<file path="src/rtl/chain_splitter_pkg.sv">
// Shared types and defaults for the splitter-chain valve controller.
package chain_splitter_pkg;

    typedef enum logic [2:0] {
        IDLE,
        SETTLE,
        DISPENSE,
        FLUSH,
        DONE
    } state_e;

    localparam int DEF_SETTLE_CYC = 4;
    localparam int DEF_FLUSH_CYC  = 8;

    // Outlet index width; a 1-bit index is kept even for degenerate counts.
    function automatic int idx_w(input int n);
        return (n < 2) ? 1 : $clog2(n);
    endfunction

endpackage

</file>
<file path="src/rtl/chain_splitter_ctrl_cycle_downcounter.sv">
// Loadable down-counter shared by the timed states; holds at zero.
module cycle_downcounter #(
    parameter int W = 16
) (
    input  logic         clk,
    input  logic         rst,
    input  logic         load_i,
    input  logic [W-1:0] load_val_i,
    input  logic         dec_i,
    output logic         zero_o,
    output logic         last_o
);

    logic [W-1:0] count_q;

    // NOTE: sequential state uses non-blocking assignments so every flop samples pre-edge values.
    always_ff @(posedge clk or posedge rst) begin
        if (rst) begin
            count_q <= '0;
        end else if (load_i) begin
            count_q <= load_val_i;
        end else if (dec_i && count_q != '0) begin
            count_q <= count_q - W'(1);
        end
    end

    assign zero_o = (count_q == '0);
    assign last_o = (count_q == W'(1));

endmodule

</file>
<file path="src/rtl/chain_splitter_ctrl.sv">
// Dose sequencer: open one outlet valve, settle, pump, flush, report completion.
module chain_splitter_ctrl
    import chain_splitter_pkg::*;
#(
    parameter int N_OUT      = 128,
    parameter int IDX_W      = idx_w(N_OUT),
    parameter int VOL_W      = 16,
    parameter int SETTLE_CYC = DEF_SETTLE_CYC,
    parameter int FLUSH_CYC  = DEF_FLUSH_CYC
) (
    input  logic             clk,
    input  logic             rst,
    input  logic             req_valid,
    output logic             req_ready,
    input  logic [IDX_W-1:0] req_outlet,
    input  logic [VOL_W-1:0] req_vol,
    input  logic             abort,
    output logic [N_OUT-1:0] valve_en,
    output logic             pump_en,
    output logic             flush_en,
    output logic             done,
    output logic             err
);

    localparam logic [VOL_W-1:0] SETTLE_LD = VOL_W'(SETTLE_CYC);
    localparam logic [VOL_W-1:0] FLUSH_LD  = VOL_W'(FLUSH_CYC);
    localparam logic [IDX_W:0]   N_OUT_W   = (IDX_W + 1)'(N_OUT);

    state_e             state_q;
    logic [VOL_W-1:0]   vol_q;
    logic               ready_q;
    logic [N_OUT-1:0]   valve_q;
    logic               pump_q;
    logic               flush_q;
    logic               done_q;
    logic               err_q;

    logic               outlet_ok;
    logic [N_OUT-1:0]   onehot_d;
    logic               cnt_load;
    logic [VOL_W-1:0]   cnt_val;
    logic               cnt_zero;
    logic               cnt_last;
    logic               cnt_expire;

    assign outlet_ok  = ({1'b0, req_outlet} < N_OUT_W);
    assign cnt_expire = cnt_last | cnt_zero;

    // NOTE: every always_comb output gets a default first, so no path can infer a latch.
    always_comb begin
        onehot_d             = '0;
        onehot_d[req_outlet] = 1'b1;
    end

    // The single counter is reloaded on every entry into a timed state.
    always_comb begin
        cnt_load = 1'b0;
        cnt_val  = '0;
        case (state_q)
            IDLE: begin
                if (req_valid && outlet_ok) begin
                    cnt_load = 1'b1;
                    cnt_val  = SETTLE_LD;
                end
            end
            SETTLE: begin
                if (abort || (cnt_expire && vol_q == '0)) begin
                    cnt_load = 1'b1;
                    cnt_val  = FLUSH_LD;
                end else if (cnt_expire) begin
                    cnt_load = 1'b1;
                    cnt_val  = vol_q;
                end
            end
            DISPENSE: begin
                if (abort || cnt_expire) begin
                    cnt_load = 1'b1;
                    cnt_val  = FLUSH_LD;
                end
            end
            default: ;
        endcase
    end

    cycle_downcounter #(
        .W(VOL_W)
    ) u_cnt (
        .clk       (clk),
        .rst       (rst),
        .load_i    (cnt_load),
        .load_val_i(cnt_val),
        .dec_i     (1'b1),
        .zero_o    (cnt_zero),
        .last_o    (cnt_last)
    );

    // Outputs are registered alongside the state; async reset de-energises all drives at once.
    always_ff @(posedge clk or posedge rst) begin
        if (rst) begin
            state_q <= IDLE;
            vol_q   <= '0;
            ready_q <= 1'b1;
            valve_q <= '0;
            pump_q  <= 1'b0;
            flush_q <= 1'b0;
            done_q  <= 1'b0;
            err_q   <= 1'b0;
        end else begin
            done_q <= 1'b0;
            err_q  <= 1'b0;
            case (state_q)
                IDLE: begin
                    if (req_valid && ready_q) begin
                        if (outlet_ok) begin
                            state_q <= SETTLE;
                            vol_q   <= req_vol;
                            ready_q <= 1'b0;
                            valve_q <= onehot_d;
                        end else begin
                            err_q <= 1'b1;
                        end
                    end
                end
                SETTLE: begin
                    if (abort || (cnt_expire && vol_q == '0)) begin
                        state_q <= FLUSH;
                        flush_q <= 1'b1;
                    end else if (cnt_expire) begin
                        state_q <= DISPENSE;
                        pump_q  <= 1'b1;
                    end
                end
                DISPENSE: begin
                    if (abort || cnt_expire) begin
                        state_q <= FLUSH;
                        pump_q  <= 1'b0;
                        flush_q <= 1'b1;
                    end
                end
                FLUSH: begin
                    if (cnt_expire) begin
                        state_q <= DONE;
                        flush_q <= 1'b0;
                        valve_q <= '0;
                        done_q  <= 1'b1;
                    end
                end
                DONE: begin
                    state_q <= IDLE;
                    ready_q <= 1'b1;
                end
                default: begin
                    state_q <= IDLE;
                    ready_q <= 1'b1;
                    valve_q <= '0;
                    pump_q  <= 1'b0;
                    flush_q <= 1'b0;
                end
            endcase
        end
    end

    assign req_ready = ready_q;
    assign valve_en  = valve_q;
    assign pump_en   = pump_q;
    assign flush_en  = flush_q;
    assign done      = done_q;
    assign err       = err_q;

endmodule

</file>
<file path="config.mk">
export PLATFORM = sky130hd
export DESIGN_NAME = chain_splitter_ctrl
export DESIGN_NICKNAME = d
export VERILOG_FILES = /design/src/rtl/chain_splitter_pkg.sv /design/src/rtl/chain_splitter_ctrl_cycle_downcounter.sv /design/src/rtl/chain_splitter_ctrl.sv
export SDC_FILE = /design/constraint.sdc
export NUM_CORES = 1
export LEC_CHECK = 0
export BUFFER_PORTS_ARGS = -buffer_cell sky130_fd_sc_hd__buf_2
export CAP_MARGIN = 20
export CORE_ASPECT_RATIO = 1.25
export CORE_MARGIN = 5
export CORE_UTILIZATION = 55
export CTS_BUF_LIST = sky130_fd_sc_hd__clkbuf_16
export DETAILED_ROUTE_END_ITERATION = 6
export PLACE_DENSITY = 0.9
export SETUP_SLACK_MARGIN = 0.1
export SYNTH_ARGS = -nofsm -noshare
export SYNTH_HDL_FRONTEND = slang
export SYNTH_SLANG_ARGS = --single-unit
</file>
<file path="constraint.sdc">
create_clock -name clk -period 11.35 [get_ports clk]
set_input_delay 1.135 -clock clk [delete_from_list [all_inputs] [get_ports clk]]
set_output_delay 1.135 -clock clk [all_outputs]
set_load 0.02 [all_outputs]
</file>
# Word-level counts from Yosys, hierarchy flattened
# Cells that the tools add are included.
# totals
out_inout_bits,133
inputBits,27
reg_bits,167
word_cells,82
# classes
muxes,34
n_reduce_logical,20
order_cmp,2
eq_ne,12
n_addsub,1
bitwise,5
# ops
operator,n
$pmux W128 S3,1
$mux W128,2
$mux W16,4
$pmux W16 S3,1
$logic_not A16 Y1,2
$mux W3,6
$eq A16 B1 Y1 const B,1
$reduce_bool A16 Y1,1
$sub A16 B1 Y16 const B,1
$mux W1,13
$ne A2 B2 Y1 const B,6
$pmux W3 S4,1
$reduce_and A4 Y1,3
$reduce_or A3 Y1,3
$lt A7 B8 Y1 const B,1
$demux W1 S7,1
$ge A7 B1 Y1 const B,1
$eq A3 B2 Y1 const B,2
$pmux W1 S3,2
$mux W4,1
$not A1 Y1,4
$pmux W1 S4,1
$reduce_and A2 Y1,2
$eq A3 B1 Y1 const B,1
10 further kinds,13

# Longest topological paths before layout
# depth
depth_word,7
depth_mapped,10
mapped_depth_nobuf,8

# Modules after synthesis
# From an unflattened synthesis, not the netlist that was laid out.
# unflattened
cells_unflattened,612
area_unflattened_um2,7113.1
# modules_own_cells
mod,seq_area_each_um2,cells_per_inst,n_inst,area_each_um2
chain_splitter_ctrl,3779.9,486,1,6025.8
cycle_downcounter,400.4,126,1,1087.3

# Least setup slack after synthesis
# OpenSTA, ideal clock, no wires.
# synth_path
path_type,input-to-reg
startpoint,input port req_valid
endpoint,register valve_q[127] (netlist: valve_en[127])
required_time_ns,11.253
path_stages,7
setup_slack_ns,8.818
path_buffers,3
arrival_time_ns,2.435
setup_ns,0.097
cell_sequence,and2_1 -> clkbuf_1 -> a222oi_1 -> clkbuf_1 -> buf_2 -> nand2_1 -> o31ai_1
# synth_between
elab_chain_len,3
# synth_rtl
item,line,text
from (decl),chain_splitter_ctrl.sv:13,"input logic req_valid,"
$logic_and A1 B1 Y1,chain_splitter_ctrl.sv:113,if (req_valid && ready_q) begin
$ne A2 B2 Y1 (no source line),--,
$reduce_and A3 Y1 (no source line),--,
to (signal assigned),chain_splitter_ctrl.sv:118,valve_q <= onehot_d;
to (decl),chain_splitter_ctrl.sv:32,logic [N_OUT-1:0] valve_q;
# No other way between the ends.
# A chain may end at the register's enable or synchronous reset.

# Final worst setup path
# layout_path
startpoint,register u_cnt.count_q[0]
endpoint,register u_cnt.count_q[2]
# layout_between
elab_chain_len,7
elab_cells_between_ends,18
classes_between,1 x add/sub; 1 x eq/ne; 9 x mux; 1 x bitwise; 6 x reduce/logical
# layout_rtl
item,line,text
from (decl),chain_splitter_ctrl_cycle_downcounter.sv:14,logic [W-1:0] count_q;
from (signal assigned),chain_splitter_ctrl_cycle_downcounter.sv:21,count_q <= load_val_i;
from (signal assigned),chain_splitter_ctrl_cycle_downcounter.sv:23,count_q <= count_q - W'(1);
$eq A16 B1 Y1 / $logic_not A16 Y1 (equally long branches),"chain_splitter_ctrl_cycle_downcounter.sv:28, chain_splitter_ctrl_cycle_downcounter.sv:27",
$or A1 B1 Y1,chain_splitter_ctrl.sv:47,assign cnt_expire = cnt_last | cnt_zero;
$logic_and A1 B1 Y1,chain_splitter_ctrl.sv:67,if (abort || (cnt_expire && vol_q == '0)) begin
$logic_or A1 B1 Y1,chain_splitter_ctrl.sv:67,
$mux W16 / $mux W1 (equally long branches),chain_splitter_ctrl.sv:67,
$pmux W16 S3 / $pmux W1 S3 (equally long branches),chain_splitter_ctrl.sv:59,case (state_q)
$mux W16 / $reduce_bool A2 Y1 (equally long branches),--,
# Parallel ways exist; a longest one is shown, timed or not. The select of a mux whose other input is x is not followed.

==> impl_metrics.csv <==
group,metric,value,unit
run_status,status,"finished clean",
power,pwr_density_cell,208.8,nW/um2
floorplanning,core-area,12660,um2
drt,avgRoutedWirePerCell,18.45,um
setup_path,slowest_stage,"nor4_4",
setup_path,cp-end-kind,"register",
global_routing,overflow,0,
place,dpl.hpwl,12.05,mm
layout,mostFrequentLayoutCells,"nand2_1 (173), dfrtp_1 (166), buf_2 (158)",
cts,cts.clk_slew.worst_paths,0.07,ns
setup_path,slowest_delay,0.83,ns
floorplanning,die_h,136.9,um
cts,cts_setup_buffers,0,
global_routing,grt_usage,23.92,%
floorplanning,die_area,15270,um2
logic_synthesis,yosysSeqAreaShare,59.00,%
drt,wl,18.19,mm
layout,postLayoutCoreUtil,67.06,%
logic_synthesis,syn_inst,678,
power,cellLeakagePower,0.004140,uW
hold_path,min_path_type,"reg2reg",
timing,max_freq,0.3148,GHz
setup_path,cp_data_required_time,11.69,ns
layout,antenna_cells,0,
drt,drt_iter0_markers,478,
floorplanning,core.rowCount,46,
floorplanning,io_pins,160,
setup_path,path_cells,"inv_1 > ha_1 > nor2_1 > nor4_1 > nand2_1 > nor4_4 > a22oi_1 > o21bai_1",
timing,clock-skew-final,0.007968,ns
layout,mostFrequentLayoutCell,"nand2_1",
timing,tightest_slew,1.068,ns
setup_path,cp-start-kind,"register",
cts,cts_made_buffers,17,
global_routing,antenna_found_initial,0,
timing,slew_headroom,28.79,%
power,max-vdd-ir-drop,157.3,uV
layout,finalNetCount,835,
global_routing,grt_max_degree,123,
timing,post-route-period-util,27.98,%
place,routabilityCongestion,0.8617,
layout,drive_above_1_share,26.41,%
global_routing,grt_pass1_vias,5596,
setup_path,crit_buf_inv,1,
timing,rsz0062_at_grt,"false",
floorplanning,die_w,111.5,um
timing,setup_tns,0,ns
run,maxCapViolCount,0,
floorplanning,start_util,55.96,%
cts,htree_levels,4,
timing,drv_slew,0,
drt,drc,0,
setup_path,cp_top_family,"simple AND/OR/NAND/NOR gates",
place,port_buffers,158,
drt,vias_per_cell,5.796,
cts,clock_sinks,167,
logic_synthesis,syn_nets,708,
logic_synthesis,syn_avg_cell_area,10.45,um2
timing,hold_violations,0,
layout,final_cells,986,
place,dp_cells,954,
timing,period_minus_slack,3.176,ns
timing,setup_viol_count_final,0,
cts,insertion_delay,0.41,ns
cts,cts-root-buf,"clkbuf_16",
logic_synthesis,async_reset_ff_share,100.0,%
cts,clockBufferDepth,2,
cts,cts_tree,"done",
logic_synthesis,synth_edf_count,0,
logic_synthesis,synth_cell_type_count,44,
cts,cts.repair.resized,0,
layout,area_delta_synth_final,19.83,%
setup_path,crit_path_max_fanout,15,
global_routing,grt_pass1_wl,28.87,mm
cts,cts_hold_buf,0,
logic_synthesis,ys_ff_latch,167,
logic_synthesis,ys.flop_type,"dfrtp_1",
drt,postRouteAntennaNets,0,
power,p_total,1772,uW
drt,first_pass_iters,6,
drt,num_vias,5715,
logic_synthesis,ys_warn_count,0,
setup_path,path_class,"reg2reg",
setup_path,crit_arrival,3.51,ns
logic_synthesis,syn_area,7086,um2
## layer usage
metal	routed length [um]	vias up	global-route usage (%)
li1	-	2672	-
met1	7265	2789	29.76
met2	9562	221	41.65
met3	977	33	4.821
met4	382	0	8.925
met5	0	-	0
## path summary, 6_finish.rpt
| path | startpoint | to | slack [ns] | cells after the start |
|---|---|---|---|---|
| setup / recovery | u_cnt.count_q[0] | u_cnt.count_q[2] | 8.17 | 8 |
| hold / removal | valve_en[92] | valve_en[92] | 0.47 | 2 |
| setup reg to reg | u_cnt.count_q[0] | u_cnt.count_q[2] | 8.17 | 8 |
| hold reg to reg | valve_en[92] | valve_en[92] | 0.47 | 2 |
| max in group asynchronous | rst | valve_en[77] | 9.02 | 3 |
| min in group asynchronous | rst | valve_en[10] | 0.88 | 2 |
## per-stage QoR
stage               hold slack (ns)  setup WS, ns  cell area, um2
CTS                          0.4752         8.201            8491
global route                 0.4855         7.923            8491
global placement             0.4558         7.962            7876
detailed placement           0.4613         7.895            7876
finish                       0.4713         8.174            8491
floorplan                    0.4651         5.698            7086
## layout make-up
cell class              count  area, um2
flip-flops and latches    167       4180
fillers                   979       4172
multi-input cells         452       2641
repair buffers            162      820.8
clock buffers              17      425.4
well taps                 168      210.2
clock inverters            15      188.9
inverters                   5      23.77
## report_power, final
| group | switching, uW | internal, uW |
|---|---|---|
| clock | 248 | 352 |
| combinational | 291 | 137 |
| sequential | 76.7 | 668 |
## state kept, by name (all words and copies together), names as in the netlist
| signal | count |
|---|---|
| done | 1 |
| flush_en | 1 |
| pump_en | 1 |
| req_ready | 1 |
| state_q | 3 |
| u_cnt.count_q | 16 |
| valve_en | 128 |
| vol_q | 16 |
## cell families (layout without fill, tap and decap cells)
kind of cell    after synthesis  count (layout)  share of synthesized area (%)
simple gates                251             251                          15.42
xor+xnor                     12              12                          1.483
other cells                   1               1                        0.05292
mux                          16              16                          2.543
flops                       167             167                          59.00
compound gates              169             169                          17.25
fa+ha+maj                     3               3                         0.5298
buf+inv                      59             199                          3.726
## cell usage after synthesis (7+ instances only)
library cell | n | area share (%)
nand3_1 | 11 | 0.78
nor3_1 | 11 | 0.78
nor4_1 | 9 | 0.79
mux2_2 | 16 | 2.5
nor2_1 | 24 | 1.3
o21ai_0 | 18 | 1.3
clkbuf_1 | 24 | 1.3
xnor2_1 | 7 | 0.87
nand2_1 | 173 | 9.2
nor2b_1 | 8 | 0.71
buf_2 | 27 | 1.9
dfrtp_1 | 166 | 59
o31ai_1 | 128 | 14
## worst reg2reg max path, stage by stage (launching register included)
cell	delay [ns]
dfrtp_1	0.45
inv_1	0.11
ha_1	0.20
nor2_1	0.06
nor4_1	0.69
nand2_1	0.41
nor4_4	0.83
a22oi_1	0.20
o21bai_1	0.16
(Power assumes the default switching activity.)
